## src/rtl/mips_hazard_pkg.sv

```systemverilog
// ---------------------------------------------------------------------------
// mips_hazard_pkg : shared forward codes, scoreboard states and helpers
// Rev 1.0
// ---------------------------------------------------------------------------
`default_nettype none

package mips_hazard_pkg;

  localparam int FWD_RF = 0;
  localparam int STG_E  = 0;
  localparam int STG_M  = 1;
  localparam int STG_W  = 2;

  typedef enum logic {
    SB_IDLE = 1'b0,
    SB_BUSY = 1'b1
  } sb_state_e;

  function automatic int fwd_width(input int lanes);
    return $clog2(3 * lanes + 1);
  endfunction

  function automatic int fwd_code(input int stage, input int lane, input int lanes);
    return 1 + stage * lanes + lane;
  endfunction

  // $0 is hardwired, so it can never create a dependency
  function automatic logic reg_hit(input logic [4:0] dst, input logic [4:0] src);
    return (dst != 5'd0) && (dst == src);
  endfunction

endpackage

`default_nettype wire

```

## src/rtl/mips_md_scoreboard.sv

```systemverilog
// ---------------------------------------------------------------------------
// mips_md_scoreboard : one-entry scoreboard for the shared mult/div unit
// Rev 1.0
// ---------------------------------------------------------------------------
`default_nettype none

module mips_md_scoreboard
  import mips_hazard_pkg::*;
#(
  parameter int LANES = 2,
  parameter int MDLAT = 4
) (
  input  logic               clk,
  input  logic               rst_ni,
  input  logic [LANES-1:0]   multi_i,
  input  logic [LANES-1:0]   regwr_i,
  input  logic [5*LANES-1:0] rs_i,
  input  logic [5*LANES-1:0] rt_i,
  input  logic [5*LANES-1:0] wreg_i,
  input  logic               stall_i,
  output logic               busy_o,
  output logic               md_stall_o
);

  localparam int CNTW = (MDLAT > 2) ? $clog2(MDLAT) : 1;

  sb_state_e       state_q, state_d;
  logic [CNTW-1:0] cnt_q, cnt_d;
  logic [4:0]      dst_q, dst_d;
  logic [4:0]      issue_dst;
  logic            issue, raw, waw;

  assign issue = (state_q == SB_IDLE) && (|multi_i) && !stall_i;

  always_comb begin
    issue_dst = 5'd0;
    raw       = 1'b0;
    waw       = 1'b0;
    for (int k = 0; k < LANES; k++) begin
      if (multi_i[k]) issue_dst = wreg_i[5*k +: 5];
      if (reg_hit(dst_q, rs_i[5*k +: 5]) || reg_hit(dst_q, rt_i[5*k +: 5])) raw = 1'b1;
      if (regwr_i[k] && reg_hit(dst_q, wreg_i[5*k +: 5])) waw = 1'b1;
    end
  end

  // Leaving BUSY as the count reaches zero gives exactly MDLAT-1 busy cycles
  always_comb begin
    state_d = state_q;
    cnt_d   = cnt_q;
    dst_d   = dst_q;
    case (state_q)
      SB_IDLE: begin
        if (issue) begin
          state_d = SB_BUSY;
          cnt_d   = CNTW'(MDLAT - 1);
          dst_d   = issue_dst;
        end
      end
      SB_BUSY: begin
        cnt_d = cnt_q - CNTW'(1);
        if (cnt_q <= CNTW'(1)) state_d = SB_IDLE;
      end
      default: state_d = SB_IDLE;
    endcase
  end

  always_ff @(posedge clk or negedge rst_ni) begin
    if (!rst_ni) begin
      state_q <= SB_IDLE;
      cnt_q   <= '0;
      dst_q   <= 5'd0;
    end else begin
      state_q <= state_d;
      cnt_q   <= cnt_d;
      dst_q   <= dst_d;
    end
  end

  assign busy_o     = (state_q == SB_BUSY);
  assign md_stall_o = busy_o && ((|multi_i) || raw || waw);

endmodule

`default_nettype wire

```

## src/rtl/mips_hazard_sb.sv

```systemverilog
// ---------------------------------------------------------------------------
// mips_hazard_sb : N-lane hazard unit with forwarding, stalls and md scoreboard
// Rev 1.0
// ---------------------------------------------------------------------------
`default_nettype none

module mips_hazard_sb
  import mips_hazard_pkg::*;
#(
  parameter int LANES = 2,
  parameter int MDLAT = 4,
  parameter int CW    = 16,
  localparam int FS   = fwd_width(LANES),
  localparam int FD   = $clog2(LANES + 1)
) (
  input  logic               clk,
  input  logic               reset,
  input  logic [5*LANES-1:0] rsD,
  input  logic [5*LANES-1:0] rtD,
  input  logic [5*LANES-1:0] WriteRegD,
  input  logic [LANES-1:0]   RegWriteD,
  input  logic [LANES-1:0]   BranchD,
  input  logic [LANES-1:0]   MultiD,
  input  logic [5*LANES-1:0] rsE,
  input  logic [5*LANES-1:0] rtE,
  input  logic [5*LANES-1:0] WriteRegE,
  input  logic [LANES-1:0]   RegWriteE,
  input  logic [LANES-1:0]   MemtoRegE,
  input  logic [5*LANES-1:0] WriteRegM,
  input  logic [5*LANES-1:0] WriteRegW,
  input  logic [LANES-1:0]   RegWriteM,
  input  logic [LANES-1:0]   MemtoRegM,
  input  logic [LANES-1:0]   RegWriteW,
  output logic               StallF,
  output logic               StallD,
  output logic               FlushE,
  output logic [FS*LANES-1:0] ForwardAE,
  output logic [FS*LANES-1:0] ForwardBE,
  output logic [FD*LANES-1:0] ForwardAD,
  output logic [FD*LANES-1:0] ForwardBD,
  output logic               MdBusy,
  output logic [CW-1:0]      StallCount
);

  logic          lwstall, brstall, mdstall, stall;
  logic [CW-1:0] cnt_q;

  // Lowest priority first, so later matches overwrite earlier ones
  for (genvar j = 0; j < LANES; j++) begin : g_fwd_e
    logic [FS-1:0] fa, fb;
    always_comb begin
      fa = FS'(FWD_RF);
      fb = FS'(FWD_RF);
      for (int i = 0; i < LANES; i++) begin
        if (RegWriteW[i] && reg_hit(WriteRegW[5*i +: 5], rsE[5*j +: 5])) fa = FS'(fwd_code(STG_W, i, LANES));
        if (RegWriteW[i] && reg_hit(WriteRegW[5*i +: 5], rtE[5*j +: 5])) fb = FS'(fwd_code(STG_W, i, LANES));
      end
      for (int i = 0; i < LANES; i++) begin
        if (RegWriteM[i] && reg_hit(WriteRegM[5*i +: 5], rsE[5*j +: 5])) fa = FS'(fwd_code(STG_M, i, LANES));
        if (RegWriteM[i] && reg_hit(WriteRegM[5*i +: 5], rtE[5*j +: 5])) fb = FS'(fwd_code(STG_M, i, LANES));
      end
      for (int i = 0; i < j; i++) begin
        if (RegWriteE[i] && reg_hit(WriteRegE[5*i +: 5], rsE[5*j +: 5])) fa = FS'(fwd_code(STG_E, i, LANES));
        if (RegWriteE[i] && reg_hit(WriteRegE[5*i +: 5], rtE[5*j +: 5])) fb = FS'(fwd_code(STG_E, i, LANES));
      end
    end
    assign ForwardAE[FS*j +: FS] = fa;
    assign ForwardBE[FS*j +: FS] = fb;
  end

  for (genvar j = 0; j < LANES; j++) begin : g_fwd_d
    logic [FD-1:0] fa, fb;
    always_comb begin
      fa = '0;
      fb = '0;
      for (int i = 0; i < LANES; i++) begin
        if (RegWriteM[i] && reg_hit(WriteRegM[5*i +: 5], rsD[5*j +: 5])) fa = FD'(i + 1);
        if (RegWriteM[i] && reg_hit(WriteRegM[5*i +: 5], rtD[5*j +: 5])) fb = FD'(i + 1);
      end
    end
    assign ForwardAD[FD*j +: FD] = fa;
    assign ForwardBD[FD*j +: FD] = fb;
  end

  always_comb begin
    lwstall = 1'b0;
    brstall = 1'b0;
    for (int e = 0; e < LANES; e++) begin
      for (int k = 0; k < LANES; k++) begin
        if (MemtoRegE[e] && (reg_hit(WriteRegE[5*e +: 5], rsD[5*k +: 5]) ||
                             reg_hit(WriteRegE[5*e +: 5], rtD[5*k +: 5])))
          lwstall = 1'b1;
        if (BranchD[k] && RegWriteE[e] && (reg_hit(WriteRegE[5*e +: 5], rsD[5*k +: 5]) ||
                                           reg_hit(WriteRegE[5*e +: 5], rtD[5*k +: 5])))
          brstall = 1'b1;
        if (BranchD[k] && MemtoRegM[e] && (reg_hit(WriteRegM[5*e +: 5], rsD[5*k +: 5]) ||
                                           reg_hit(WriteRegM[5*e +: 5], rtD[5*k +: 5])))
          brstall = 1'b1;
      end
    end
  end

  mips_md_scoreboard #(
    .LANES (LANES),
    .MDLAT (MDLAT)
  ) u_md_sb (
    .clk        (clk),
    .rst_ni     (reset),
    .multi_i    (MultiD),
    .regwr_i    (RegWriteD),
    .rs_i       (rsD),
    .rt_i       (rtD),
    .wreg_i     (WriteRegD),
    .stall_i    (stall),
    .busy_o     (MdBusy),
    .md_stall_o (mdstall)
  );

  assign stall  = lwstall | brstall | mdstall;
  assign StallF = stall;
  assign StallD = stall;
  assign FlushE = stall;

  always_ff @(posedge clk or negedge reset) begin
    if (!reset) cnt_q <= '0;
    else if (stall && (cnt_q != {CW{1'b1}})) cnt_q <= cnt_q + CW'(1);
  end

  assign StallCount = cnt_q;

endmodule

`default_nettype wire

```

## config.mk

```make
export PLATFORM = sky130hd
export DESIGN_NAME = mips_hazard_sb
export DESIGN_NICKNAME = d
export VERILOG_FILES = /design/src/rtl/mips_hazard_pkg.sv /design/src/rtl/mips_md_scoreboard.sv /design/src/rtl/mips_hazard_sb.sv
export SDC_FILE = /design/constraint.sdc
export NUM_CORES = 1
export LEC_CHECK = 0
export CAP_MARGIN = 30
export CORE_ASPECT_RATIO = 1.75
export CORE_MARGIN = 4
export CORE_UTILIZATION = 48
export DETAILED_ROUTE_END_ITERATION = 6
export HOLD_SLACK_MARGIN = 0.02
export PLACE_DENSITY_LB_ADDON = 0.12
export RECOVER_POWER = 100
export SYNTH_ARGS = -nofsm -noshare
export SYNTH_HDL_FRONTEND = slang
export SYNTH_SLANG_ARGS = --single-unit
```

## constraint.sdc

```tcl
create_clock -name clk -period 3.4 [get_ports clk]
set_input_delay 0.68 -clock clk [delete_from_list [all_inputs] [get_ports clk]]
set_output_delay 0.68 -clock clk [all_outputs]
set_load 0.005 [all_outputs]
```

After elaboration in Yosys (flattened, before gate mapping)
Cells that the tools add are included.
{"block": "op_classes", "addsub": 2, "order_cmp": 1, "eq_ne": 42, "muxes": 49, "bitwise_logic": 3, "n_reduce_logical": 114}
{"operator": "equality test 5 bit", "n": 40}
{"operator": "logical AND 1 bit", "n": 92}
{"operator": "2-to-1 mux 3 bit", "n": 18}
{"operator": "nonzero test 5 bit", "n": 7}
{"operator": "2-to-1 mux 1 bit", "n": 22}
{"operator": "adder 16 x 1 -> 16 bit (second input constant)", "n": 1}
{"operator": "inequality test 16 bit (second input constant)", "n": 1}
{"operator": "logical OR 1 bit", "n": 12}
{"operator": "2-to-1 mux 2 bit", "n": 5}
{"operator": "2-to-1 mux 5 bit", "n": 2}
{"operator": "case mux 2 bit (2 select lines)", "n": 1}
{"operator": "<= comparator 2 x 1 -> 1 bit (second input constant)", "n": 1}
{"operator": "inequality test 2 x 1 -> 1 bit (second input constant)", "n": 1}
{"operator": "OR 1 bit", "n": 2}
{"operator": "case mux 1 bit (2 select lines)", "n": 1}
{"operator": "AND reduction 2 bit", "n": 1}
{"operator": "OR reduction 2 bit", "n": 1}
{"operator": "subtractor 2 x 1 -> 2 bit (second input constant)", "n": 1}
{"operator": "logical NOT 1 bit", "n": 1}
{"operator": "inverter 1 bit", "n": 1}
{"block": "word_totals", "regBits": 24, "in_bits": 98}

Logic depth before layout (Yosys ltp)
Gate-level depths: netlist of run 1.
{"block": "logic_depth", "word_depth": 18, "mapped_depth": 10, "mapped_depth_nobuf": 8}

Hierarchy
A second synthesis of run 1 with hierarchy kept.
{"block": "hier_totals", "cells_unflattened": 525, "area_unflattened_um2": 4057.6}
{"mod": "mips_hazard_sb", "n_inst": 1, "cells_per_inst": 431, "area_each_um2": 3279.4, "seq_area_each_um2": 400.4}
{"mod": "mips_md_scoreboard", "n_inst": 1, "cells_per_inst": 94, "area_each_um2": 778.2, "seq_area_each_um2": 200.2}

Worst setup path before layout of run 1
OpenSTA, ideal clock, no wires.
{"block": "synth_path", "kind": "input port to output port", "startpoint": "input WriteRegE[1]", "endpoint": "output StallD", "t_arrival_ps": 2218, "required_time_ps": 2720, "path_slack_ps": 502, "stages": 9, "n_path_buf": 3, "path_cell_list": "buf_4 -> nor3_2 -> nand2_1 -> and2_1 -> and3_1 -> nor4_2 -> nand4b_4 -> buf_2 -> buf_4"}
{"block": "synth_via", "elab_chain_cells": 14, "elab_cells_between_ends": 29, "classes_between": "eq/ne: 4; mux: 12; bitwise: 2; reduce/logical: 11"}
{"element": "from (decl)", "line": "mips_hazard_sb.sv:26", "rtl": "input logic [5*LANES-1:0] WriteRegE,"}
{"element": "equality test 5 bit or nonzero test 5 bit (tied branches)", "line": "mips_hazard_pkg.sv:29", "rtl": "return (dst != 5'd0) && (dst == src);"}
{"element": "logical AND 1 bit", "line": "mips_hazard_pkg.sv:29"}
{"element": "logical OR 1 bit", "line": "mips_hazard_sb.sv:90, mips_hazard_sb.sv:93"}
{"element": "logical AND 1 bit", "line": "mips_hazard_sb.sv:93", "rtl": "if (BranchD[k] && RegWriteE[e] && (reg_hit(WriteRegE[5*e +: 5], rsD[5*k +: 5]) ||"}
{"element": "2-to-1 mux 1 bit", "line": "mips_hazard_sb.sv:93"}
{"element": "2-to-1 mux 1 bit", "line": "mips_hazard_sb.sv:96", "rtl": "if (BranchD[k] && MemtoRegM[e] && (reg_hit(WriteRegM[5*e +: 5], rsD[5*k +: 5]) ||"}
{"element": "2-to-1 mux 1 bit", "line": "mips_hazard_sb.sv:93"}
{"element": "2-to-1 mux 1 bit", "line": "mips_hazard_sb.sv:96"}
{"element": "2-to-1 mux 1 bit", "line": "mips_hazard_sb.sv:93"}
{"element": "2-to-1 mux 1 bit", "line": "mips_hazard_sb.sv:96"}
{"element": "2-to-1 mux 1 bit", "line": "mips_hazard_sb.sv:93"}
{"element": "2-to-1 mux 1 bit", "line": "mips_hazard_sb.sv:96"}
{"element": "OR 1 bit * (2 in series)", "line": "mips_hazard_sb.sv:119", "rtl": "assign stall = lwstall | brstall | mdstall;"}
{"element": "to (decl)", "line": "mips_hazard_sb.sv:35", "rtl": "output logic StallD,"}
Every way passes the cells marked *; elsewhere a longest branch is shown, timed or not.

Worst setup path after layout of run 1
{"block": "layout_path", "startpoint": "input WriteRegW[2]", "endpoint": "output ForwardAE[2]"}
{"block": "layout_via", "elab_chain_cells": 7, "elab_cells_between_ends": 8, "classes_between": "eq/ne: 1; mux: 4; reduce/logical: 3"}
{"element": "from (decl)", "line": "mips_hazard_sb.sv:30", "rtl": "input logic [5*LANES-1:0] WriteRegW,"}
{"element": "equality test 5 bit or nonzero test 5 bit (tied branches)", "line": "mips_hazard_pkg.sv:29"}
{"element": "logical AND 1 bit *", "line": "mips_hazard_pkg.sv:29"}
{"element": "logical AND 1 bit *", "line": "mips_hazard_sb.sv:55", "rtl": "if (RegWriteW[i] && reg_hit(WriteRegW[5*i +: 5], rsE[5*j +: 5])) fa = FS'(fwd_code(STG_W, i, LANES));"}
{"element": "2-to-1 mux 3 bit * (2 in series)", "line": "mips_hazard_sb.sv:55"}
{"element": "2-to-1 mux 3 bit * (2 in series)", "line": "mips_hazard_sb.sv:59", "rtl": "if (RegWriteM[i] && reg_hit(WriteRegM[5*i +: 5], rsE[5*j +: 5])) fa = FS'(fwd_code(STG_M, i, LANES));"}
{"element": "to (decl)", "line": "mips_hazard_sb.sv:37", "rtl": "output logic [FS*LANES-1:0] ForwardAE,"}
Marks and branches as above.

==> results of run 1 <==
==> final timing paths <==
kind | end | slack, ns | depth (start not counted)
setup / recovery | ForwardAE[2] | -0.14 | 10
hold / removal | StallCount[14]$_DFFE_PN0P_ | 0.49 | 1
setup reg to reg | u_md_sb.dst_q[0]$_DFFE_PN0P_ | 0.65 | 8
hold reg to reg | StallCount[14]$_DFFE_PN0P_ | 0.49 | 1
max in group asynchronous | u_md_sb.cnt_q[1]$_DFFE_PN0P_ | 1.38 | 2
min in group asynchronous | StallCount[12]$_DFFE_PN0P_ | 1.24 | 2
==> kinds of logic (layout without fill, tap and decap cells) <==
kind of cell	count (synthesis)	after routing	share of synthesized area, %
AO/OA/AOI/OAI	37	37	5.84
XOR/XNOR	215	215	45.5
adder cells (fa/ha/maj)	2	2	0.605
buffers and inverters	77	282	9.50
flip-flops	24	24	14.5
multiplexers	6	6	1.63
AND/OR/NAND/NOR	174	174	22.4
==> worst max-delay path, cell delays in order <==
cell	delay [ns]
sky130_fd_sc_hd__clkdlybuf4s50_1	0.44
sky130_fd_sc_hd__or4_1	0.56
sky130_fd_sc_hd__o21ai_1	0.16
sky130_fd_sc_hd__buf_4	0.18
sky130_fd_sc_hd__buf_12	0.11
sky130_fd_sc_hd__nor4_1	0.06
sky130_fd_sc_hd__inv_1	0.06
sky130_fd_sc_hd__a21oi_1	0.06
sky130_fd_sc_hd__or2_2	0.28
sky130_fd_sc_hd__dlygate4sd2_1	0.27
==> synthesized netlist by cell type (2+ instances only) <==
cell	instances	area share (%)
sky130_fd_sc_hd__a211oi_1	2	0.36
sky130_fd_sc_hd__a21oi_1	15	1.8
sky130_fd_sc_hd__a22o_1	4	0.85
sky130_fd_sc_hd__a22oi_1	2	0.36
sky130_fd_sc_hd__a311oi_1	2	0.42
sky130_fd_sc_hd__and3_1	5	0.76
sky130_fd_sc_hd__and4_1	2	0.42
sky130_fd_sc_hd__buf_1	2	0.18
sky130_fd_sc_hd__buf_2	32	3.9
sky130_fd_sc_hd__buf_4	15	2.7
sky130_fd_sc_hd__clkbuf_1	19	1.7
sky130_fd_sc_hd__dfrtp_1	24	15
sky130_fd_sc_hd__ha_1	2	0.60
sky130_fd_sc_hd__inv_1	8	0.73
sky130_fd_sc_hd__mux2_2	6	1.6
sky130_fd_sc_hd__nand2_1	29	2.6
sky130_fd_sc_hd__nand3_1	47	5.7
sky130_fd_sc_hd__nand4_1	7	1.1
sky130_fd_sc_hd__nor2_1	21	1.9
sky130_fd_sc_hd__nor3_1	25	3.0
sky130_fd_sc_hd__nor3b_1	2	0.36
sky130_fd_sc_hd__nor4_1	21	3.2
sky130_fd_sc_hd__nor4_2	2	0.60
sky130_fd_sc_hd__o21ai_0	3	0.36
sky130_fd_sc_hd__o22ai_1	2	0.30
sky130_fd_sc_hd__or2_2	5	0.76
sky130_fd_sc_hd__or4_1	2	0.36
sky130_fd_sc_hd__xnor2_1	113	24
sky130_fd_sc_hd__xor2_1	102	22
==> layout by cell type, fill, tap and decap left out, types with 12 or more instances in the layout <==
cell                              count
sky130_fd_sc_hd__buf_4              119
sky130_fd_sc_hd__xnor2_1            113
sky130_fd_sc_hd__xor2_1             102
sky130_fd_sc_hd__clkdlybuf4s50_1     84
sky130_fd_sc_hd__nand3_1             46
sky130_fd_sc_hd__nand2_1             27
sky130_fd_sc_hd__dfrtp_1             24
sky130_fd_sc_hd__nor3_1              22
sky130_fd_sc_hd__nor2_1              20
sky130_fd_sc_hd__dlygate4sd3_1       20
sky130_fd_sc_hd__dlymetal6s2s_1      16
sky130_fd_sc_hd__nor4_1              14
sky130_fd_sc_hd__a21oi_1             14
sky130_fd_sc_hd__dlygate4sd2_1       12
==> per-layer routing <==
metal	vias up	share of wire (%)	routed length, um
met5	-	0	0
met4	0	7.0	1070
met2	178	56	8560
met3	73	3.9	598
met1	2169	33	5070
li1	2175	-	-
==> sequential cells by signal, summed over array words and instances, names as in the netlist <==
name	count
u_md_sb.busy_o	1
StallCount	16
u_md_sb.cnt_q	2
u_md_sb.dst_q	5
==> metrics by stage <==
stage / util [%] / area (um2) / power (mW) / worst slack (ns)
final: 78.5 / 6570 / 2.04 / -0.138
after floorplan: - / 4140 / 1.23 / 0.502
after global placement: 74.6 / 6240 / 1.68 / -0.296
after global routing: 78.5 / 6570 / 2.17 / -0.236
after detailed placement: 74.6 / 6240 / 1.72 / -0.285
after CTS: 76.2 / 6370 / 2.06 / -0.172
==> cell type report <==
class                           instances  area, um2
Sequential cell                        24        601
Inverter                                8       30.0
Clock buffer                            3       75.1
Multi-Input combinational cell        434       3270
Fill cell                             613       1800
Clock inverter                          1       30.0
Timing Repair Buffer                  270       2420
Tap cell                              115        144
==> report_power, final <==
part	switching (mW)	total [mW]	internal (mW)
sequential	0.177	0.547	0.370
combinational	0.516	1.16	0.642
clock	0.103	0.338	0.234
total	0.797	2.04	1.25
==> repair_timing <==
action                                 in CTS  in global routing
pin swaps                                   9                 12
setup endpoints to repair                  16                 17
buffers inserted                            1                  9
gates resized for setup                    34                 43
endpoints found under the hold margin       0                  0
==> results.toml, run 1 <==
[layout]
drive_above_1_share_pct = 23.2
area_overhead_of_the_layout_relative_to_synthesis_pct = 58.8
nNetsFinal = 841
instances_no_fill = 855
insertedDiodeCount = 0

[cts]
worst_setup_hold_path_clk_slew_ns = 0.06
tritoncts_num_sinks = 24
cts_htree_levels = 1
cts_root_buf = "sky130_fd_sc_hd__clkbuf_16"
tritoncts.num_buffers = 3
cts_tree = "done"
cts_hold_buf = 0
worstSkewPairLatency_ns = 0.26
buffer_levels_on_the_longest_clock_path = 2

[run_status]
failing_checks = "setup timing"
outcome = "finished with violations"

[logic_synthesis]
distinct_cell_type_count_of_the_synthesized_netlist = 43
ys_ff_latch = 24
postSynth.asyncResetShare_pct = 100
gate_count_after_technology_mapping = 535
synth-edff-count = 0
syn_avg_cell_area_um2 = 7.73
synth-seq-area-share_pct = 14.5
synth_nets = 635
post_synth_instance_area_um2 = 4140
ys_warn_count = 0
ys_dominant_reg_cell = "sky130_fd_sc_hd__dfrtp_1"

[global_route]
met2_usage_pct = 56.4
global_routing_usage_on_met3_pct = 2.81
gr-max-usage-layer = "met2"
first_global_vias = 4869
grt_overflow_total = 0
grtUsageMet1_pct = 25.1
first_pass_grt_wire_length_mm = 22.6
largest_net_degree_at_the_start_of_global_routing = 25
grt_antenna_before_repair = 0
all_layer_gr_usage_pct = 28.1

[sta]
slew_violations = 0
report.final.setup_viol = 6
layout_worst_path_cycle_share_pct = 104
final_critical_path_setup_slack_ns = -0.138
relSlewSlack_pct = 11.5
max_clock_freq_mhz = 283
unrepaired_setup_endpoints_after_global_routing = "yes"
final_critical_path_required_period_ns = 3.54
tightestPinTransition_ns = 1.33
fin_skew_ns = 0.00243
worst_hold_slack_ns = 0.492
setup_tns_ns = -0.432
final-hold-violation-count = 0

[placed_design]
place_hpwl_mm = 12.2
place.gp.congestion = 0.929
portBuffers = 137
numPlacedInstances = 841

[pwr]
power.static_leakage_nw = 2.93
power.density_cell_area_nw_per_um2 = 311
irDropWorstVdd_v = 0.000469

[routing]
route.detailed.drc = 0
dr_total_vias = 4595
firstDrtPassIters = 4
detail-route-antenna-nets = 0
route.detailed.wl_per_inst_um = 17.9
postRouteWirelength_mm = 15.3
drt_iter0_drc = 186
vias_per_cell = 5.37

[hold_path]
worstHoldStart = "StallCount[14]$_DFFE_PN0P_"
hold_class = "reg -> reg"

[die]
core_box_area_um2 = 8370
floorplan.rows = 44
floorplan.die.height_um = 131
starting_density_of_the_core_pct = 49.4
die_w_um = 78.2
die_area_um2 = 10200
io_pins = 138

[critical_path]
timing.critical_path.from = "WriteRegW[2]"
cp_max_fo = 3
critPathRequiredTime_ns = 2.72
endpoint_kind = "output port"
crit-reg2reg-launch = "u_md_sb.dst_q[3]$_DFFE_PN0P_"
cp-start-kind = "input port"
worst-setup-path-type = "in -> out"
worst_ep_arrival_time_ns = 2.86

[run]
max_cap_viol_count = 0
Note: power is estimated with default switching activity, not from simulation.
==> run 2: changes to the inputs <==
Settings changed: CORE_UTILIZATION 48 to 51.
Clock period 3.4 ns to 4.23 ns, I/O delays scaled along.
==> run 2 against run 1 <==
Net effect:
- the flow now finishes without violations
- sequential power down 20%
- via count is 10% lower
- count of clock-buffer cells in the layout is the same
- utilization decreased by 7.7 points
- register-to-register slack improved by 0.62 ns
- critical path depth decreased by 2
- first-iteration DRC count shrank 14%
- clock power shrank 19%
- clock skew rose by 0.0028 ns
- combinational power is 26% lower
- design area decreased by 15%
- flip-flop and latch count stayed put
- largest power group unchanged
==> results.toml, run 2 (synthesis results as in run 1) <==
[sta]
tightestPinTransition_ns = 0.911
fin_skew_ns = 0.00527
setup_tns_ns = 0
relSlewSlack_pct = 39.3
worst_hold_slack_ns = 0.493
final_critical_path_required_period_ns = 4.12
slew_violations = 0
layout_worst_path_cycle_share_pct = 97.4
final-hold-violation-count = 0
max_clock_freq_mhz = 243
report.final.setup_viol = 0
unrepaired_setup_endpoints_after_global_routing = "no"

[routing]
detail-route-antenna-nets = 0
vias_per_cell = 5.65
route.detailed.wl_per_inst_um = 19.0
dr_total_vias = 4121
drt_iter0_drc = 160
postRouteWirelength_mm = 13.8
route.detailed.drc = 0
firstDrtPassIters = 5

[critical_path]
worst_ep_arrival_time_ns = 3.27
critPathMaxStageDelay_ns = 0.66
cp-start-kind = "input port"
buf_inv_stages_crit_path = 2
cp_top_family = "simple AND/OR/NAND/NOR gates"
timing.critical_path.slowest_stage_cell = "sky130_fd_sc_hd__clkdlybuf4s50_1"
cp_max_fo = 7
cp_cell_sequence = "clkdlybuf4s50_1 -> nor2_1 -> nand2_1 -> and2_1 -> and3_1 -> nor4_2 -> nand4b_4 -> clkdlybuf4s50_1"
reg2regPathDepth = 8
critPathRequiredTime_ns = 3.38
cpMostUsedCell = "sky130_fd_sc_hd__clkdlybuf4s50_1"
crit-reg2reg-launch = "u_md_sb.dst_q[4]$_DFFE_PN0P_"
worst-setup-path-type = "in -> out"
reg2reg_to = "u_md_sb.dst_q[0]$_DFFE_PN0P_"
r2r_setup_slack_ns = 1.27
endpoint_kind = "output port"

[hold_path]
worstHoldStart = "StallCount[14]$_DFFE_PN0P_"
whs_path_depth = 1
worstHoldEndpoint = "StallCount[14]$_DFFE_PN0P_"
hold_class = "reg -> reg"

[placed_design]
place_hpwl_mm = 11.5
portBuffers = 137
place.gp.congestion = 0.991

[layout]
insertedDiodeCount = 0
most-common-layout-cells = "sky130_fd_sc_hd__xnor2_1, sky130_fd_sc_hd__clkdlybuf4s50_1, sky130_fd_sc_hd__xor2_1"
largest_register_ffs = 16
drive_above_1_share_pct = 7.82
layout.cells.most_common = "sky130_fd_sc_hd__xnor2_1"
area_used_by_multi_input_combinational_logic_um2 = 3140
ff_latch_area_um2 = 601
area_overhead_of_the_layout_relative_to_synthesis_pct = 35.3
nNetsFinal = 740
final.fill_count = 655

[die]
core_box_area_um2 = 7910
io_pins = 138
die_area_um2 = 9680
floorplan.rows = 43
floorplan.die.height_um = 127
die_w_um = 76.1
starting_density_of_the_core_pct = 52.3

[cts]
cts_htree_levels = 1
cts_post_setup_buffers_inserted = 0
tritoncts.num_buffers = 3
cts_tree = "done"
worstSkewPairLatency_ns = 0.26
worst_setup_hold_path_clk_slew_ns = 0.06
buffer_levels_on_the_longest_clock_path = 2
cts_root_buf = "sky130_fd_sc_hd__clkbuf_16"
tritoncts_num_sinks = 24

[pwr]
power.static_leakage_nw = 2.23
irDropWorstVdd_v = 0.000417
power.density_cell_area_nw_per_um2 = 279

[global_route]
grt_antenna_before_repair = 0
all_layer_gr_usage_pct = 28.4
grt_overflow_total = 0
first_pass_grt_wire_length_mm = 22.4
first_global_vias = 4495
largest_net_degree_at_the_start_of_global_routing = 17

[run]
max_cap_viol_count = 0

[run_status]
outcome = "finished clean"
## run 2: worst max-delay path by stage
stage / start / endpoint / slack [ns] / depth (start not counted)
floorplan: WriteRegE[1] / StallD / 1.0 / 9
global placement: WriteRegE[0] / StallD / 0.05 / 8
detailed placement: WriteRegE[0] / StallD / 0.02 / 8
CTS: WriteRegE[0] / StallD / 0.01 / 8
global route: WriteRegM[6] / ForwardAE[3] / 0.003 / 9
finish: WriteRegE[4] / StallD / 0.11 / 8
## run 2: cell type report
class	count	share of cell area (%)
clock buffer	3	1.34
clock inverter	1	0.536
inverter	8	0.536
multi-input combinational	434	56.1
sequential	24	10.7
tap	90	2.01
timing repair buffer	169	28.8
## run 2: metal layers
| layer | routed length, um | global-route usage [%] |
|---|---|---|
| met1 | 4540 | 26.9 |
| met2 | 7790 | 55.4 |
| met5 | 0 | 0 |
| met3 | 621 | 3.95 |
| met4 | 877 | 18.5 |
## run 2: report_power, final
group	internal [mW]	leakage, nW	switching [mW]
sequential	0.297	0.308	0.138
clock	0.188	0.0511	0.0848
combinational	0.474	1.87	0.379
## run 2: stage by stage
step                      std cells  setup slack (ns)  total power [mW]  util [%]  instance area, um2
final                           729             0.110              1.56      70.8                5600
after global routing            729           0.00266              1.67      70.8                5600
after CTS                       729            0.0101              1.60      71.1                5620
after detailed placement        725            0.0158              1.31      69.8                5520
after global placement          724            0.0520              1.29      69.4                5490
after floorplan                 535              1.00             0.991         -                4140
## run 2: what timing repair did
action,in CTS,in global routing
endpoints found under the setup margin,0,3
gates resized for setup,0,3
hold buffers,0,0
